==> config.mk <==
export PLATFORM = sky130hd
export DESIGN_NAME = axis_chop_sched
export DESIGN_NICKNAME = d
export VERILOG_FILES = /design/src/rtl/axis_chop_sched.sv
export SDC_FILE = /design/constraint.sdc
export NUM_CORES = 1
export LEC_CHECK = 0
export CAP_MARGIN = 20
export CELL_PAD_IN_SITES_DETAIL_PLACEMENT = 0
export CELL_PAD_IN_SITES_GLOBAL_PLACEMENT = 2
export CORE_MARGIN = 2
export CORE_UTILIZATION = 31
export DETAILED_ROUTE_END_ITERATION = 12
export GPL_ROUTABILITY_DRIVEN = 1
export HOLD_SLACK_MARGIN = 0.06
export PLACE_DENSITY = 0.9
export RECOVER_POWER = 100
export SKIP_LAST_GASP = 1
export SLEW_MARGIN = 20
export SYNTH_ARGS = -nofsm -noshare
export SYNTH_HDL_FRONTEND = slang
export SYNTH_SLANG_ARGS = --single-unit
==> constraint.sdc <==
create_clock -name clock -period 3.1 [get_ports clock]
set_input_delay 0.31 -clock clock [delete_from_list [all_inputs] [get_ports clock]]
set_output_delay 0.31 -clock clock [all_outputs]
set_load 0.05 [all_outputs]
==> src/rtl/axis_chop_sched.sv <==
// Round-robin burst scheduler for one AXI-S chop stage: grants a requester, loads the chop, then reports completion.
// Optional idle-beat watchdog is enabled with `define AXIS_SCHED_TIMEOUT_EN.
module axis_chop_sched #(
  parameter  int NREQ    = 2,
  parameter  int MAXLEN  = 64,
  parameter  int TIMEOUT = 255,
  localparam int LBITS   = $clog2(MAXLEN+1),
  localparam int IDW     = $clog2(NREQ)
) (
  input  logic                  clock,
  input  logic                  reset,
  input  logic [NREQ-1:0]       req_valid_i,
  output logic [NREQ-1:0]       req_ready_o,
  input  logic [NREQ*LBITS-1:0] req_length_i,
  output logic [NREQ-1:0]       sel_o,
  output logic                  chop_active_o,
  output logic [LBITS-1:0]      chop_length_o,
  input  logic                  chop_final_i,
  input  logic                  mon_tvalid_i,
  input  logic                  mon_tready_i,
  input  logic                  mon_tlast_i,
  output logic                  done_o,
  output logic [IDW-1:0]        done_id_o,
  output logic [LBITS-1:0]      done_count_o,
  output logic                  abort_o
);
  typedef enum logic [1:0] {S_IDLE, S_LOAD, S_XFER, S_DONE} state_t;

  state_t                       state, state_d;
  logic [IDW-1:0]               rr, rr_d, gid, gid_d, pick, done_id_d;
  logic [LBITS-1:0]             cnt, cnt_d, cnt_inc, pick_len, len_d, done_cnt_d;
  logic [NREQ-1:0]              ready_d, sel_d;
  logic [NREQ-1:0][LBITS-1:0]   req_len;
  logic                         found, act_d, done_d, beat, fin;

  // Burst termination is judged only from what actually left the chop; final_o may precede it.
  logic unused_final;
  assign unused_final = chop_final_i;

  assign req_len = req_length_i;
  assign beat    = mon_tvalid_i && mon_tready_i;
  assign cnt_inc = (cnt == LBITS'(MAXLEN)) ? cnt : cnt + LBITS'(1);

  function automatic int wrap(input int v);
    return (v >= NREQ) ? v - NREQ : v;
  endfunction

  function automatic logic [IDW-1:0] nxt(input logic [IDW-1:0] g);
    return (g == IDW'(NREQ-1)) ? '0 : g + IDW'(1);
  endfunction

  always_comb begin
    found = 1'b0;
    pick  = rr;
    for (int i = 0; i < NREQ; i++) begin
      if (!found && req_valid_i[wrap(int'(rr) + i)]) begin
        found = 1'b1;
        pick  = IDW'(wrap(int'(rr) + i));
      end
    end
    pick_len = (req_len[pick] > LBITS'(MAXLEN)) ? LBITS'(MAXLEN) : req_len[pick];
  end

`ifdef AXIS_SCHED_TIMEOUT_EN
  localparam int WDW = $clog2(TIMEOUT+1);
  logic [WDW-1:0] wd, wd_d;
  logic           abort_d, abort_q;
  assign abort_o = abort_q;
  assign fin     = (beat && mon_tlast_i) || (!beat && wd == WDW'(TIMEOUT-1));
`else
  localparam int unused_timeout = TIMEOUT;
  assign abort_o = 1'b0;
  assign fin     = beat && mon_tlast_i;
`endif

  always_comb begin
    state_d    = state;
    rr_d       = rr;
    gid_d      = gid;
    cnt_d      = cnt;
    ready_d    = '0;
    sel_d      = sel_o;
    act_d      = chop_active_o;
    len_d      = chop_length_o;
    done_d     = 1'b0;
    done_id_d  = done_id_o;
    done_cnt_d = done_count_o;
`ifdef AXIS_SCHED_TIMEOUT_EN
    wd_d       = wd;
    abort_d    = 1'b0;
`endif
    case (state)
      S_IDLE: if (found) begin
        ready_d[pick] = 1'b1;
        gid_d         = pick;
        cnt_d         = '0;
        if (pick_len == '0) begin
          state_d    = S_DONE;
          done_d     = 1'b1;
          done_id_d  = pick;
          done_cnt_d = '0;
          rr_d       = nxt(pick);
        end else begin
          state_d     = S_LOAD;
          len_d       = pick_len;
          sel_d       = '0;
          sel_d[pick] = 1'b1;
        end
      end
      S_LOAD: begin
        state_d = S_XFER;
        act_d   = 1'b1;
`ifdef AXIS_SCHED_TIMEOUT_EN
        wd_d    = '0;
`endif
      end
      S_XFER: begin
        if (beat) cnt_d = cnt_inc;
`ifdef AXIS_SCHED_TIMEOUT_EN
        wd_d = beat ? '0 : wd + WDW'(1);
`endif
        if (fin) begin
          state_d    = S_DONE;
          act_d      = 1'b0;
          sel_d      = '0;
          done_d     = 1'b1;
          done_id_d  = gid;
          done_cnt_d = beat ? cnt_inc : cnt;
          rr_d       = nxt(gid);
`ifdef AXIS_SCHED_TIMEOUT_EN
          abort_d    = !(beat && mon_tlast_i);
`endif
        end
      end
      default: state_d = S_IDLE;
    endcase
  end

  always_ff @(posedge clock) begin
    if (reset) begin
      state         <= S_IDLE;
      rr            <= '0;
      gid           <= '0;
      cnt           <= '0;
      req_ready_o   <= '0;
      sel_o         <= '0;
      chop_active_o <= 1'b0;
      chop_length_o <= '0;
      done_o        <= 1'b0;
      done_id_o     <= '0;
      done_count_o  <= '0;
`ifdef AXIS_SCHED_TIMEOUT_EN
      wd            <= '0;
      abort_q       <= 1'b0;
`endif
    end else begin
      state         <= state_d;
      rr            <= rr_d;
      gid           <= gid_d;
      cnt           <= cnt_d;
      req_ready_o   <= ready_d;
      sel_o         <= sel_d;
      chop_active_o <= act_d;
      chop_length_o <= len_d;
      done_o        <= done_d;
      done_id_o     <= done_id_d;
      done_count_o  <= done_cnt_d;
`ifdef AXIS_SCHED_TIMEOUT_EN
      wd            <= wd_d;
      abort_q       <= abort_d;
`endif
    end
  end
endmodule

---- Word-level counts from Yosys, hierarchy flattened ----
Index checks and enable logic that the tools add are counted.
cells by class
  add/subtract/negate cells ............... 6
  multipliers ............................. 0
  div/mod/pow operators ................... 0
  $lt $le $gt $ge ......................... 7
  eq/ne operators ......................... 7
  shift operators ......................... 0
  muxes and demuxes ....................... 49
  bitwise logic cells ..................... 3
  reductions and logical operators ........ 17
operators with widths
  cell                                                  count
  < comparator 32 x 3 -> 1 bit, second input constant   2
  two-way mux 32 bit                                    2
  two-way mux 7 bit                                     9
  case mux 7 bit (2 select lines)                       2
  two-way mux 1 bit                                     23
  two-way mux 2 bit                                     6
  inequality test 2 bit, second input constant          4
  case mux 1 bit (2 select lines)                       4
  AND reduction 2 bit                                   4
  AND reduction 4 bit                                   2
  adder 7 x 1 -> 7 bit, second input constant           1
  == test 7 bit, second input constant                  1
  greater-than comparator 7 bit, second input constant  1
  logical NOT 7 bit                                     1
  case mux 2 bit (3 select lines)                       1
  logical AND 1 bit                                     4
  case mux 2 bit (2 select lines)                       1
  nonzero test 2 bit                                    2
  NOT 1 bit                                             3
  AND reduction 3 bit                                   1
  OR reduction 3 bit                                    1
  subtractor 1 x 2 -> 3 bit, second input constant      1
  subtractor 2 x 2 -> 3 bit, second input constant      1
  adder 1 bit, second input constant                    2
  other kinds (10)                                      10
word-level totals
  bits in registers ....................... 32
  latch bits .............................. 0
  memory bits (writable) .................. 0
  bits in read-only memories .............. 0
  output and inout bits ................... 22
  logic and storage cells ................. 100
  memories kept ........................... 0

---- Depth between registers and ports, before layout ----
Gate-level depths: netlist of run 1.
  depth in word-level cells ............... 17
  depth in mapped cells ................... 8
  depth with buffers taken out ............ 7

---- Worst setup path before layout of run 1 ----
Ideal clock, no wire load.
  kind .................................... in2reg
  from .................................... in req_valid_i[1]
  to ...................................... reg done_count_o[2]
  arrival time ............................ 1.985 ns
  required time ........................... 3.003 ns
  slack ................................... 1.018 ns
  stages on the path ...................... 8
  buffers on the path ..................... 2
  path through ............................ nor2b_1 buf_2 a21oi_2 mux2i_2 a41oi_4 nand2b_1 buf_6 o41ai_4
between the ends
  cells in the longest elaborated chain, start to end .. 14
ends and longest elaborated chain
  item                                                  line  RTL
  start: declaration                                    12    input logic [NREQ-1:0] req_valid_i,
  two-way mux 1 bit (implied by the code) (3 in a row)  56    if (!found && req_valid_i[wrap(int'(rr) + i)]) begin
  two-way mux 1 bit                                     56
  logical NOT 1 bit                                     56
  logical AND 1 bit                                     56
  two-way mux 1 bit                                     56
  two-way mux 7 bit (implied by the code) (2 in a row)  61    pick_len = (req_len[pick] > LBITS'(MAXLEN)) ? LBITS'(MAXLEN) : req_len[pick];
  greater-than comparator 7 bit                         61
  two-way mux 7 bit                                     61
  logical NOT 7 bit                                     97    if (pick_len == '0) begin
  inequality test 2 bit (no source line)                n/a
  AND reduction 4 bit (no source line) (*)              n/a
  end signal: assignment                                167   done_count_o <= done_cnt_d;
  end: declaration                                      24    output logic [LBITS-1:0] done_count_o,
Mark *: on every way between the ends. The rest lies on a longest branch, timed or not. The select of a mux whose other input is x is not followed.
A chain may end at the register's enable or synchronous reset.

---- Worst setup path in the final report of run 1 ----
  from .................................... in req_valid_i[1]
  to ...................................... reg chop_length_o[0]
between the ends
  cells in the longest elaborated chain, start to end .. 14
ends and longest elaborated chain
  item                                                  line  RTL
  two-way mux 1 bit (implied by the code) (3 in a row)  56
  two-way mux 1 bit                                     56
  logical NOT 1 bit                                     56
  logical AND 1 bit                                     56
  two-way mux 1 bit                                     56
  two-way mux 7 bit (implied by the code) (2 in a row)  61
  greater-than comparator 7 bit                         61
  two-way mux 7 bit                                     61
  logical NOT 7 bit                                     97
  NOT 1 bit (no source line)                            n/a
  AND reduction 3 bit (no source line)                  n/a
  end signal: assignment                                164   chop_length_o <= len_d;
  end: declaration                                      17    output logic [LBITS-1:0] chop_length_o,
Several ways; a longest one is shown, not always the timed one. The select of a mux whose other input is x is not followed.

==> results.toml, run 1 <==
[timing]
setup_viol = 0
rsz0062_at_grt = "false"
fin_setup_tns_ns = 0
hold_violations = 0
hold_slack_ns = 0.456
finalClockSkew_ns = 0.00677
fin_crit_ns = 2.59
drv_slew = 0
worst_pin_slew_ns = 0.600
fin_crit_sh_pct = 83.4
fmax_mhz = 387
slew_headroom_pct = 59.7

[synthesis]
yosysTopAreaCellShare_pct = 34.9
ys_seq_area_share_pct = 34.9
synth_edf_count = 0
synth_fp_nets = 241
synth_area_per_cell_um2 = 8.61
synthFlopType = "dfxtp_1"
yosys.area.top_type = "dfxtp_1"
synth_area_um2 = 1830
synth_seq_cells = 32
synth_cells = 213
synth_cell_types = 52
synth_warnings = 0
synth-async-reset-ratio_pct = 0
synth_area_leaders = "dfxtp_1 (35%), ha_1 (4.1%), nand2_1 (4.1%)"

[finish]
synthToLayoutAreaGrowth_pct = 31.1
fillerInstances = 624
fin_nets = 285
area.sequential_um2 = 641
multi_input_area_um2 = 1080
antennaDiodeCount = 0
layout-drive-gt1-share_pct = 9.69
final_area_um2 = 2400

[global_route]
grt_pass1_vias = 1627
track_usage_pct = 14.7
antenna_found_initial = 0
grt_first_pass_wirelength_um = 7540
grt_max_degree = 23
overflow = 0

[floorplan]
core_um2 = 5820
initial_core_util_pct = 31.5
die_y_um = 80.9
die_width_um = 80.9
die-area_um2 = 6540
ios = 44
row_count = 28

[worst_setup_path]
crit_chain = "dlygate4sd3_1 > nor2b_1 > a21oi_1 > mux2i_1 > clkbuf_1 > nand4_1 > a21oi_1 > buf_4 > o2bb2ai_1"
crit_slowest_cell = "dlygate4sd3_1"
reg2reg_depth = 7
worstPathArrival_ns = 2.80
crit_fanout = 7
cp-end-kind = "flip-flop"
path_common_cell = "a21oi_1"
max_stage_delay_ns = 0.66
cp.required_ns = 3.32
crit_path_start_kind = "primary input"
worst-setup-path-type = "in -> reg"

[min_path]
hold_depth = 2
hold_path_class = "reg -> reg"

[clock_network]
htree_levels = 2
clk_pin_slew_ns = 0.07
cts_resized = 0
clk_path_buf_depth = 2
cts_made_buffers = 5
cts.sinks = 32
cts_hold_buf = 0
cts_tree = "yes"
root_buffer = "clkbuf_8"
clkLatencyLatePin_ns = 0.29
postCtsSetupBuffers = 0

[detailed_routing]
routedWlPerCell_um = 13.6
avgViaCountPerCell = 5.02
drc = 0
wirelength_um = 4520
drtIter0Drc = 86
postRouteAntennaNets = 0
firstDrtPassIters = 4
vias = 1671

[job]
maxCapViolations = 0

[place]
gp_congestion = 0.767
port_buffers = 41
dp_hpwl_um = 3280
dpl-instance-area_um2 = 2330

[pwr]
combPwrFrac_pct = 47.2
p_leak_nw = 0.934
ir_drop_mv = 0.229
p_sw_uw = 757
netSwitchingFraction_pct = 43.0
internal_power_mw = 1.00
power.share.clock_pct = 22.8
pwr-share-seq_pct = 30.0
power_density_nw_per_um2 = 733

[status]
status = "finished, final reports clean"
==> cells by family (layout without fill, tap and decap cells) <==
kind of cell / count (synthesis) / after routing / share of synthesized area, %
AOI/OAI and AO/OA: 59 / 59 / 26.5
xor gates and xnor gates: 6 / 6 / 2.87
adders and majority gates: 6 / 6 / 4.10
buffers and inverters: 17 / 62 / 4.57
DFF: 32 / 32 / 34.9
muxes: 4 / 4 / 2.39
other: 1 / 1 / 0.205
and+or+nand+nor: 88 / 88 / 24.4
==> placed cells by master, fill, tap and decap left out, drive strengths merged, types with 3 or more instances in the layout <==
cell / netlist / final
dlygate4sd3: 0 / 22
dfxtp: 32 / 32
nor3: 9 / 9
nor2b: 8 / 8
and2: 4 / 4
inv: 5 / 5
ha: 6 / 6
a21oi: 12 / 12
nand2: 20 / 20
clkbuf: 6 / 8
nor2: 18 / 18
o21ai: 9 / 9
clkdlybuf4s50: 0 / 19
a211o: 4 / 4
o2bb2ai: 6 / 6
a2bb2oi: 4 / 4
a31o: 8 / 8
xnor2: 4 / 4
nand2b: 7 / 7
mux2i: 4 / 4
nand3: 8 / 8
nor4: 3 / 3
buf: 5 / 4
a22oi: 3 / 3
or3: 4 / 4
==> cell type report <==
type	instances	area share [%]
sequential	32	26.7
clock inverter	3	1.77
clock buffer	5	2.86
inverter	6	0.938
multi-input combinational	164	45.1
timing repair buffer	48	18.8
tap	75	3.91
==> worst max-delay path: cells and delay by family <==
| family | cells | cell delay [ns] |
|---|---|---|
| compound gates | 3 | 0.45 |
| buf+inv | 3 | 1.04 |
| simple gates | 2 | 0.68 |
| mux | 1 | 0.33 |
==> synth_stat cells (all sizes together) (2+ instances only) <==
master,number
xnor2,4
nand2b,7
buf,5
or3,4
ha,6
a2bb2oi,4
nor4,3
o41ai,2
a21oi,12
dfxtp,32
a22oi,3
nand2,20
nand3b,2
nor2,18
xor2,2
and2,4
nor3,9
mux2i,4
nand3,8
clkbuf,6
o2bb2ai,6
a211o,4
a41oi,2
nand4,2
nor2b,8
inv,5
o21ai,9
a31o,8
a211oi,2
==> flip-flops by register name, indices dropped and copies added, names as in the netlist <==
| name | flops |
|---|---|
| req_ready_o | 2 |
| state | 2 |
| chop_length_o | 7 |
| done_count_o | 7 |
| rr | 1 |
| sel_o | 2 |
| gid | 1 |
| cnt | 7 |
| done_id_o | 1 |
| done_o | 1 |
| chop_active_o | 1 |
==> final timing paths <==
| check | from | end | slack (ns) |
|---|---|---|---|
| setup reg to reg | rr | done_count_o[2] | 0.95 |
| hold / removal | sel_o[0] | sel_o[0] | 0.46 |
| setup / recovery | req_valid_i[1] | chop_length_o[0] | 0.51 |
| hold reg to reg | sel_o[0] | sel_o[0] | 0.46 |
==> metrics by stage <==
| step | setup slack (ns) | instances | util (%) | power [mW] |
|---|---|---|---|---|
| 2_1_floorplan | 1.02 | 213 | - | 1.16 |
| 3_3_place_gp | 0.419 | 325 | 40.0 | 1.40 |
| 3_5_place_dp | 0.388 | 325 | 40.0 | 1.41 |
| 4_1_cts | 0.689 | 333 | 42.0 | 1.82 |
| 5_1_grt | 0.281 | 333 | 41.3 | 1.89 |
| 6_report | 0.514 | 333 | 41.3 | 1.76 |
==> power groups by stage <==
stage | Combinational [mW] | Sequential [mW] | Clock, mW
floorplan | 0.489 | 0.667 | 0
global placement | 0.866 | 0.538 | 0
detailed placement | 0.874 | 0.539 | 0
CTS | 0.878 | 0.530 | 0.416
global route | 0.919 | 0.539 | 0.434
finish | 0.832 | 0.528 | 0.402
==> layer usage <==
metal | track usage, % | wire length, um
met1 | 18.4 | 2080
met2 | 24.7 | 2130
met3 | 4.56 | 277
met4 | 3.05 | 26
met5 | 0 | 0
Note: power is estimated with default switching activity, not from simulation.
==> inputs of run 2 (changes only) <==
CORE_UTILIZATION = 29   (was 31)
PLACE_DENSITY = 0.85   (was 0.9)
clock period = 2.6 ns   (was 3.1 ns; I/O delays follow)
==> run 2 against run 1 <==
Against the previous run:
- largest cell class unchanged
- sequential power up 19%
- global-route usage is 1.3 points lower
- die area grew 6.5%
- utilization about the same
- total power rose by 25%
- cell count up 1.5%
- combinational power grew 27%
- sequential cell count unchanged
- register-to-register slack got worse by 0.45 ns
- count of clock-buffer cells in the layout is 2 higher
==> results.toml, run 2 (synthesis results as in run 1) <==
[worst_setup_path]
cp.required_ns = 2.78
crit_path_start_kind = "primary input"
reg2reg_depth = 7
crit_chain = "dlygate4sd3_1 > nor2b_1 > a211oi_1 > o32a_1 > a41oi_4 > buf_4 > nor3_1 > a31o_2"
r2r-start = "rr"
crit_fanout = 9
r2r_slack_ns = 0.50
crit_path_end = "done_count_o[0]"
crit_start = "req_valid_i[1]"
worstPathArrival_ns = 2.50
cp-end-kind = "flip-flop"
max_stage_delay_ns = 0.59
worst-setup-path-type = "in -> reg"
crit_slowest_cell = "dlygate4sd3_1"
reg2reg_to = "done_count_o[2]"

[timing]
setup_viol = 0
hold_violations = 0
fmax_mhz = 431
slew_headroom_pct = 63.3
fin_setup_tns_ns = 0
finalClockSkew_ns = 0.00302
drv_slew = 0
fin_crit_ns = 2.32
fin_crit_sh_pct = 89.2
worst_pin_slew_ns = 0.551
rsz0062_at_grt = "false"

[detailed_routing]
avgViaCountPerCell = 4.92
drtIter0Drc = 40
wirelength_um = 4550
firstDrtPassIters = 4
drc = 0
postRouteAntennaNets = 0
routedWlPerCell_um = 13.5
vias = 1663

[clock_network]
cts.sinks = 32
root_buffer = "clkbuf_8"
htree_levels = 2
cts_hold_buf = 0
cts_resized = 0
postCtsSetupBuffers = 0
clk_pin_slew_ns = 0.07
clkLatencyLatePin_ns = 0.28
cts_made_buffers = 5
clk_path_buf_depth = 2
cts_tree = "yes"

[place]
dp_hpwl_um = 3340
gp_congestion = 0.767
port_buffers = 41

[finish]
fillerInstances = 618
reg_top3 = "chop_length_o (7), cnt (7), done_count_o (7)"
most-common-layout-cells = "dfxtp_1 (32), dlygate4sd3_1 (22), nand2_1 (20)"
layout-drive-gt1-share_pct = 12.2
synthToLayoutAreaGrowth_pct = 35.8
fin_nets = 290
fin_util_pct = 41.3
antennaDiodeCount = 0
final_common_cell = "dfxtp_1"

[floorplan]
row_count = 28
ios = 44
die_width_um = 83.5
initial_core_util_pct = 30.4
die_y_um = 83.5
core_um2 = 6030
die-area_um2 = 6970

[global_route]
antenna_found_initial = 0
grt_max_degree = 18
track_usage_pct = 13.4
grt_pass1_vias = 1604
grt_first_pass_wirelength_um = 7710
overflow = 0

[min_path]
hold_path_class = "reg -> reg"
hold_depth = 1

[status]
status = "finished, final reports clean"

[job]
maxCapViolations = 0

[pwr]
p_leak_nw = 0.997
power_density_nw_per_um2 = 888
ir_drop_mv = 0.390
==> run 2: worst min path at each step <==
stage                                 from          endpoint  slack (ns)
after floorplan                        gid               gid        0.45
after global placement    chop_length_o[3]  chop_length_o[3]        0.45
after detailed placement  chop_length_o[5]  chop_length_o[5]        0.45
after CTS                 chop_length_o[5]  chop_length_o[5]        0.47
after global routing              sel_o[0]          sel_o[0]        0.48
final                     chop_length_o[5]  chop_length_o[5]        0.46
==> run 2: through the flow <==
stage	instance area [um2]	power, mW	cells	setup slack (ns)	hold WS, ns
2_1_floorplan	1830	1.38	213	0.568	0.455
3_3_place_gp	2380	1.75	330	0.0744	0.449
3_5_place_dp	2380	1.74	330	0.0485	0.447
4_1_cts	2500	2.28	338	0.341	0.468
5_1_grt	2490	2.37	338	0.108	0.480
6_report	2490	2.21	338	0.281	0.456
==> run 2: metal layers <==
| layer | vias up | GRT usage [%] | wire [um] | part of all wire [%] |
|---|---|---|---|---|
| met5 | - | 0 | 0 | 0 |
| met4 | 0 | 3.08 | 18 | 0.40 |
| met3 | 2 | 4.35 | 256 | 5.6 |
| met2 | 47 | 21.8 | 2010 | 44 |
| met1 | 743 | 17.4 | 2270 | 50 |
| li1 | 871 | - | - | - |
==> run 2: area by class of cell <==
cell class                      count  area, um2  share of cell area, %
Multi-Input combinational cell    164       1110                   44.5
Sequential cell                    32        641                   25.7
Timing Repair Buffer               53        498                   20.0
Clock buffer                        7       96.3                   3.87
Tap cell                           75       93.8                   3.77
Clock inverter                      1       30.0                   1.21
Inverter                            6       22.5                  0.905
==> run 2: where the power goes <==
group          internal [mW]  total, mW  switching [mW]
Combinational          0.391       1.06           0.666
Sequential             0.567      0.630          0.0626
Clock                  0.338      0.522           0.184
==> run 2: worst max-delay path: cells and delay by family <==
kind / cells / cell delay (ns)
compound gates: 4 / 0.94
buf+inv: 2 / 0.78
simple gates: 2 / 0.50
==> inputs of run 3 (changes only) <==
TNS_END_PERCENT = 1   (was not set)
==> results of run 3 <==
No change in the layout: final DEF, timing and power equal those of run 2.
